<file path="config.mk">
export PLATFORM = sky130hd
export DESIGN_NAME = serialtopara
export DESIGN_NICKNAME = d
export VERILOG_FILES = /design/src/rtl/serialtopara.sv
export SDC_FILE = /design/constraint.sdc
export NUM_CORES = 1
export LEC_CHECK = 0
export BUFFER_PORTS_ARGS = -buffer_cell sky130_fd_sc_hd__clkbuf_2
export CAP_MARGIN = 25
export CORE_UTILIZATION = 54
export CTS_BUF_LIST = sky130_fd_sc_hd__clkbuf_8
export DETAILED_ROUTE_END_ITERATION = 8
export GPL_ROUTABILITY_DRIVEN = 0
export PLACE_DENSITY_LB_ADDON = 0.2
export SLEW_MARGIN = 25
export SYNTH_ARGS = -nofsm -noshare
export SYNTH_HDL_FRONTEND = slang
export SYNTH_SLANG_ARGS = --single-unit
</file>
<file path="constraint.sdc">
create_clock -name clk -period 1.7 [get_ports clk]
set_input_delay 0.34 -clock clk [delete_from_list [all_inputs] [get_ports clk]]
set_output_delay 0.34 -clock clk [all_outputs]
set_load 0.02 [all_outputs]
</file>
<file path="src/rtl/serialtopara.sv">
// -----------------------------------------------------------------------------
// serialtopara: two-lane serial-to-parallel receiver.
//
// Each lane shifts in one bit per clk, MSB first. It hunts for the comma symbol
// to find byte alignment. After SYNC_COUNT consecutive aligned commas it locks
// (ACTIVE). From then on it delivers every non-comma byte with a one-cycle
// valid strobe. The two lanes share only clk and reset.
//
// Ports (top):
//   clk          in   bit-rate clock, rising edge
//   reset        in   synchronous, active-high reset
//   in0 / in1    in   lane serial bits, MSB of each byte first
//   out0 / out1  out  [7:0] last data byte received on the lane
//   valid_out0/1 out  one-cycle strobe: outN updated this cycle
//   active0/1    out  lane aligned and delivering data
// -----------------------------------------------------------------------------

// One receive lane: alignment FSM plus byte capture.
//   clk_i, reset_i : clock and synchronous active-high reset
//   in_i           : serial bit
//   data_o         : last data byte
//   valid_o        : one-cycle strobe for a new data byte
//   active_o       : lane locked
module serialtopara_lane #(
  parameter logic [7:0]  COMMA      = 8'hBC,
  parameter int unsigned SYNC_COUNT = 4
) (
  input  logic       clk_i,
  input  logic       reset_i,
  input  logic       in_i,
  output logic [7:0] data_o,
  output logic       valid_o,
  output logic       active_o
);

  typedef enum logic [1:0] {
    HUNT   = 2'd0,
    SYNC   = 2'd1,
    ACTIVE = 2'd2
  } state_e;

  state_e      state_q, state_d;
  logic [7:0]  sr_q, sr_d;
  logic [2:0]  cnt_q, cnt_d;
  logic [3:0]  ccnt_q, ccnt_d;
  logic [7:0]  data_q, data_d;
  logic        valid_q, valid_d;
  logic        active_q, active_d;

  logic [7:0]  win;
  logic        boundary;
  logic        is_comma;
  logic [3:0]  ccnt_inc;

  // The window is the byte that ends with the bit arriving this cycle.
  assign win      = {sr_q[6:0], in_i};
  assign boundary = (cnt_q == 3'd7);
  assign is_comma = (win == COMMA);
  assign ccnt_inc = ccnt_q + 4'd1;

  always_comb begin
    // NOTE: every signal gets a default before the case so no path leaves
    // one unassigned; otherwise synthesis infers a latch.
    state_d = state_q;
    sr_d    = win;
    cnt_d   = cnt_q + 3'd1;
    ccnt_d  = ccnt_q;
    data_d  = data_q;
    valid_d = 1'b0;

    unique case (state_q)
      HUNT: begin
        cnt_d  = 3'd0;
        ccnt_d = 4'd0;
        if (is_comma) begin
          // A comma ends here, so cnt restarts at 0 and the next boundary
          // falls 8 bits later.
          ccnt_d  = 4'd1;
          state_d = (SYNC_COUNT == 1) ? ACTIVE : SYNC;
        end
      end

      SYNC: begin
        if (boundary) begin
          if (is_comma) begin
            ccnt_d = ccnt_inc;
            if (ccnt_inc == 4'(SYNC_COUNT)) state_d = ACTIVE;
          end else begin
            // Misaligned or broken comma run: restart the hunt. This window is
            // not re-examined; the next window can match in HUNT.
            state_d = HUNT;
            ccnt_d  = 4'd0;
            cnt_d   = 3'd0;
          end
        end
      end

      ACTIVE: begin
        // A comma at a boundary is idle fill: out holds and no strobe.
        if (boundary && !is_comma) begin
          data_d  = win;
          valid_d = 1'b1;
        end
      end

      default: begin
        state_d = HUNT;
        cnt_d   = 3'd0;
        ccnt_d  = 4'd0;
      end
    endcase

    // active is registered, so it rises on the edge that completes the lock.
    active_d = (state_d == ACTIVE);
  end

  // NOTE: sequential state uses non-blocking assignments so every register
  // samples pre-edge values, regardless of the order of the statements.
  always_ff @(posedge clk_i) begin
    if (reset_i) begin
      state_q  <= HUNT;
      sr_q     <= 8'd0;
      cnt_q    <= 3'd0;
      ccnt_q   <= 4'd0;
      data_q   <= 8'd0;
      valid_q  <= 1'b0;
      active_q <= 1'b0;
    end else begin
      state_q  <= state_d;
      sr_q     <= sr_d;
      cnt_q    <= cnt_d;
      ccnt_q   <= ccnt_d;
      data_q   <= data_d;
      valid_q  <= valid_d;
      active_q <= active_d;
    end
  end

  assign data_o   = data_q;
  assign valid_o  = valid_q;
  assign active_o = active_q;

endmodule

module serialtopara #(
  parameter logic [7:0]  COMMA      = 8'hBC,
  parameter int unsigned SYNC_COUNT = 4
) (
  input  logic       clk,
  input  logic       reset,
  input  logic       in0,
  input  logic       in1,
  output logic [7:0] out0,
  output logic [7:0] out1,
  output logic       valid_out0,
  output logic       valid_out1,
  output logic       active0,
  output logic       active1
);

  serialtopara_lane #(
    .COMMA      (COMMA),
    .SYNC_COUNT (SYNC_COUNT)
  ) u_lane0 (
    .clk_i    (clk),
    .reset_i  (reset),
    .in_i     (in0),
    .data_o   (out0),
    .valid_o  (valid_out0),
    .active_o (active0)
  );

  serialtopara_lane #(
    .COMMA      (COMMA),
    .SYNC_COUNT (SYNC_COUNT)
  ) u_lane1 (
    .clk_i    (clk),
    .reset_i  (reset),
    .in_i     (in1),
    .data_o   (out1),
    .valid_o  (valid_out1),
    .active_o (active1)
  );

endmodule
</file>
==> results of run 1 <==
==> cell usage in the layout, fill, tap and decap left out, types with 3 or more instances in the layout <==
master    Yosys  layout
o21ai_0       4       4
nor2b_1      16      15
a31oi_1       3       3
nor3_1        3       3
clkbuf_8      0       5
and2_1        5       5
clkbuf_2      0      23
nand2_1      14      14
inv_1        11      11
nor2_1       19      19
mux2i_1      10      10
dfxtp_1      52      51
nand2b_1      3       3
a41oi_1       4       3
a21oi_1      20      18
nand3_1      12      12
xor2_1        4       4
buf_4         0      18
ha_1         17      15
==> power by group through the flow <==
stage / Clock, uW / Sequential (uW) / Combinational [uW]
3_5_place_dp: 0 / 1270 / 74.4
2_1_floorplan: 0 / 1270 / 47.4
4_1_cts: 751 / 1240 / 75.3
6_report: 729 / 1240 / 77.4
5_1_grt: 802 / 1240 / 86.1
3_3_place_gp: 0 / 1270 / 73.8
==> kinds of logic after synthesis <==
group	count (synthesis)	synth area share (%)
multiplexers	10	4.56
adder cells (fa/ha/maj)	17	9.69
AO/OA/AOI/OAI	41	11.8
flip-flops	52	47.4
AND/OR/NAND/NOR	85	21.0
buffers and inverters	21	3.93
XOR/XNOR	4	1.60
==> layout make-up <==
cell class / count / share of cell area [%]
timing repair buffer: 41 / 9.62
tap: 48 / 2.31
multi-input combinational: 157 / 42.8
inverter: 11 / 1.59
clock buffer: 5 / 2.65
sequential: 52 / 40.1
clock inverter: 3 / 0.962
==> synth_stat cells <==
cell type,count,area share [%]
nor2_1,19,3.2
and3_1,1,0.29
clkbuf_1,8,1.4
a21o_1,2,0.68
and4b_1,1,0.46
a311oi_2,1,0.68
a22oi_1,1,0.34
nor3b_1,1,0.34
ha_1,17,9.7
dfxtp_1,52,47
and4bb_2,1,0.57
a21bo_2,1,0.46
nand4_1,2,0.57
nor4_1,1,0.29
nor3_4,1,0.74
o21ai_0,4,0.91
or2_2,1,0.29
o21ai_1,1,0.23
nand3_1,12,2.7
and2_1,5,1.4
a311oi_1,1,0.40
or4_1,1,0.34
nand2_1,14,2.4
nand4b_1,2,0.80
nand2b_1,3,0.85
o22ai_1,1,0.29
buf_6,1,0.51
mux2i_1,10,4.6
nor3_1,3,0.68
buf_1,1,0.17
xor2_1,4,1.6
a2111oi_0,1,0.40
a31oi_1,3,0.85
a21oi_1,20,4.6
a41oi_1,4,1.6
a211o_1,1,0.40
nor2b_1,16,4.6
nand3_2,1,0.46
inv_1,11,1.9
==> critical path, cell delays in order (launching register included) <==
cell and delay [ns]:
dfxtp_1 0.31, nand4b_1 0.16, or4_4 0.49, buf_4 0.17
a31oi_1 0.15, o21ai_1 0.10, and3_1 0.19
==> layer usage <==
layer	global-route usage (%)	vias to the layer above	wire length, um
met1	28.3	818	1990
met5	0	-	0
met3	5.52	5	158
met4	8.15	0	63
met2	32.5	34	1870
li1	-	866	-
==> registers in the layout (all words and copies together), names as in the netlist <==
name	count
u_lane0.active_o	1
u_lane0.ccnt_q	4
u_lane0.cnt_q	3
u_lane0.data_o	8
u_lane0.sr_q	7
u_lane0.state_q	2
u_lane0.valid_o	1
u_lane1.active_o	1
u_lane1.ccnt_q	4
u_lane1.cnt_q	3
u_lane1.data_o	8
u_lane1.sr_q	7
u_lane1.state_q	2
u_lane1.valid_o	1
==> what timing repair did <==
item                                    CTS  global route
gates resized for setup                   2             9
pin swaps                                 3             3
endpoints found under the setup margin   11            13
setup buffers                             2             0
hold buffers                              0             0
==> through the flow <==
stage               setup TNS, ns  power [uW]  instances
global placement           -0.670        1340        307
global route               -0.136        2130        317
floorplan                       0        1310        230
finish                          0        2040        317
CTS                             0        2060        317
detailed placement         -0.848        1340        307
==> final timing paths <==
path | end | start | slack [ns] | cells past startpoint
worst max-delay path | u_lane1.active_o | u_lane1.sr_q[0] | 0.03 | 6
worst min-delay path | u_lane1.data_o[0] | in1 | 0.28 | 3
worst max register to register | u_lane1.active_o | u_lane1.sr_q[0] | 0.03 | 6
worst min register to register | u_lane0.cnt_q[0] | u_lane0.cnt_q[0] | 0.44 | 1
==> results.cfg, run 1 <==
[power_and_ir_drop]
p_leak_uw = 0.00115
power.share.clock_pct = 35.7
peakVddDrop_mv = 0.770
internal_power_uw = 1560
pwr_density_cell_nw_per_um2 = 786
p_sw_uw = 484
power_frac_seq_pct = 60.5
p_comb_share_pct = 3.8
sw_frac_of_total_pct = 23.7

[logic_synthesis]
seq_area_frac_synth_pct = 47.4
ys_ff_latch = 52
synth.avg_cell_area_um2 = 9.55
synth_nets = 251
synth_cell_types = 39
synth_area_um2 = 2200
postSynthCellCount = 230
synth_warnings = 0

[setup_path]
arrival_ns = 1.88
required_ns = 1.91
crit_type = reg2reg
startpoint_type = register
crit_fanout = 6
cp-end-kind = register

[sta]
setup_ws_ns = 0.0336
setup_viol = 0
max_freq_mhz = 600
worst_pin_slew_ns = 0.344
slew_headroom_pct = 77.1
final_hold_viol_count = 0
final.setup_skew_ns = 0.00875
report.final.slew_viol_count = 0
worst_hold_slack_ns = 0.280
min_period_over_period_pct = 98.0
layout_min_cycle_time_ns = 1.67
rsz0062_at_grt = true

[grt]
grt_max_degree = 29
antenna_found_initial = 0
grt.total_usage_pct = 21.2
grt_pass1_vias = 1607
grt-ovfl-total = 0
grt_pass1_wl_um = 6980

[floorplan]
die_area_um2 = 4330
start_util_pct = 58.2
row_count = 22
die-height_um = 65.8
coreArea_um2 = 3770
io_pins = 24
die_w_um = 65.8

[clock_network]
insertion_delay_ns = 0.31
h-tree-depth = 2
cts_sinks = 52
clk_pin_slew_ns = 0.09
cts-root-buf = clkbuf_8
tritoncts = done
max-clock-path-buffers = 2
cts_buffers = 5

[cells_and_area]
register_area_um2 = 1040
drive_gt1_share_pct = 23.8
final_util_pct = 68.9
fill_cells = 307
layout.nets = 289
n_antenna_cell = 0
area_delta_synth_final_pct = 18.4
multiInputGateArea_um2 = 1110
final_area_um2 = 2600

[detailed_routing]
drtPass1Iterations = 4
avgViaCountPerCell = 5.44
routedWlPerCell_um = 12.9
vias = 1723
postRouteAntennaNets = 0
drt-total-wl_um = 4080
drc = 0
drtIter0Drc = 95

[worst_hold_path]
hold_path_class = in2reg

[outcome]
outcome = finished, final reports clean

[job]
drv_cap = 0

[place]
placed_cell_area_um2 = 2450
io_buffers = 23
place_ws_ns = -0.164
place_hpwl_um = 2800
Note: power is estimated with default switching activity, not from simulation.
==> run 2, diff against run 1 <==
- MAX_ROUTING_LAYER: default -> met4
==> results.cfg, run 2 (synthesis gave the netlist of run 1 again) <==
[outcome]
outcome = finished, final reports clean

[detailed_routing]
wl_met1_um = 2000
drt-total-wl_um = 4080
dr_wl_met3_um = 142
dr_wl_met2_um = 1880
postRouteAntennaNets = 0
drtPass1Iterations = 4
top_layer_used = met4
vias = 1727
avgViaCountPerCell = 5.45
routedWlPerCell_um = 12.9
drc = 0
drtIter0Drc = 95

[sta]
layout_min_cycle_time_ns = 1.67
max_freq_mhz = 600
min_period_over_period_pct = 98.0
setup_viol = 0
finalSetupTns_ns = 0
final_hold_viol_count = 0
setup_ws_ns = 0.0335
rsz0062_at_grt = true
final.setup_skew_ns = 0.00873
slew_headroom_pct = 77.1
report.final.slew_viol_count = 0
worst_pin_slew_ns = 0.344

[power_and_ir_drop]
pwr_density_cell_nw_per_um2 = 787
power_uw = 2050
peakVddDrop_mv = 0.770
p_leak_uw = 0.00115

[worst_hold_path]
holdPathEnd = u_lane1.data_o[0]
hold_path_class = in2reg
worstHoldStart = in1
hold_depth = 3

[setup_path]
rr_worst_depth = 6
critPathSlowestCell = or4_4
reg2reg_from = u_lane1.sr_q[0]
path_cells = nand4b_1 -> or4_4 -> buf_4 -> a31oi_1 -> o21ai_1 -> and3_1
cp-end-kind = register
critPathMaxStageDelay_ns = 0.49
reg2reg_to = u_lane1.active_o
startpoint_type = register
arrival_ns = 1.88
crit_fanout = 6
required_ns = 1.91
regToRegSetupSlack_ns = 0.03
critPathLaunch = u_lane1.sr_q[0]
crit_type = reg2reg

[cells_and_area]
n_antenna_cell = 0
final_common_cell = dfxtp_1
multiInputGateArea_um2 = 1110
register_area_um2 = 1040
area_delta_synth_final_pct = 18.4
drive_gt1_share_pct = 23.8
final_util_pct = 68.9
fill_cells = 307
final_cell_mix = dfxtp_1 (51), clkbuf_2 (23), nor2_1 (19), a21oi_1 (18), buf_4 (18)
fin_cells = 317
layout.nets = 289

[clock_network]
cts_sinks = 52
tritoncts = done
max-clock-path-buffers = 2
h-tree-depth = 2
clk_pin_slew_ns = 0.09
cts-root-buf = clkbuf_8
insertion_delay_ns = 0.31
cts_buffers = 5

[grt]
grt_pass1_wl_um = 6980
antenna_found_initial = 0
grt_max_degree = 29
grt_pass1_vias = 1607
grt.total_usage_pct = 21.8
grt-ovfl-total = 0

[floorplan]
row_count = 22
die_w_um = 65.8
die-height_um = 65.8
die_area_um2 = 4330
io_pins = 24
start_util_pct = 58.2
coreArea_um2 = 3770

[place]
io_buffers = 23
dp.cells = 307
place_ws_ns = -0.164
place_hpwl_um = 2800

[job]
drv_cap = 0
==> run 2: cell counts in the layout (fill, tap and decap cells not counted) <==
No cell type changed its count.
==> run 2: critical path: cells and delay by family (launching register included) <==
family / cells / cell delay, ns
AND/OR/NAND/NOR: 3 / 0.84
AO/OA/AOI/OAI: 2 / 0.25
flip-flops: 1 / 0.31
buffers and inverters: 1 / 0.17
==> run 2: per-layer routing <==
metal | global-route usage [%] | vias up
met5 | - | -
met4 | 8.15 | 0
met3 | 5.17 | 5
met2 | 32.5 | 32
met1 | 28.5 | 823
li1 | - | 867
==> run 2: how the worst max path moves through the flow <==
| stage | endpoint |
|---|---|
| finish | u_lane1.active_o |
| global route | u_lane1.ccnt_q[3] |
| CTS | u_lane1.ccnt_q[3] |
| detailed placement | u_lane1.ccnt_q[3] |
| global placement | u_lane1.ccnt_q[3] |
| floorplan | u_lane1.ccnt_q[3] |
==> run 2: stage by stage <==
step	hold slack (ns)	area, um^2
5_1_grt	0.289	2600
2_1_floorplan	0.398	2200
3_3_place_gp	0.409	2450
6_report	0.279	2600
4_1_cts	0.276	2570
3_5_place_dp	0.413	2450
==> run 2: final cells by class <==
type,count,area share [%]
clock buffer,5,2.65
clock inverter,3,0.962
inverter,11,1.59
multi-input combinational,157,42.8
sequential,52,40.1
tap,48,2.31
timing repair buffer,41,9.62
==> run 2: where the power goes <==
part	switching [uW]	internal [uW]
registers	8.16	1230
clock network	430	301
logic	46.9	30.7
==> run 2: timing repair <==
| action | in CTS | in global routing |
|---|---|---|
| gates cloned | 0 | 0 |
| hold buffers | 0 | 0 |
| pin swaps | 3 | 3 |
| setup buffers | 2 | 0 |
| resized for setup | 2 | 9 |
| setup endpoints to repair | 11 | 13 |
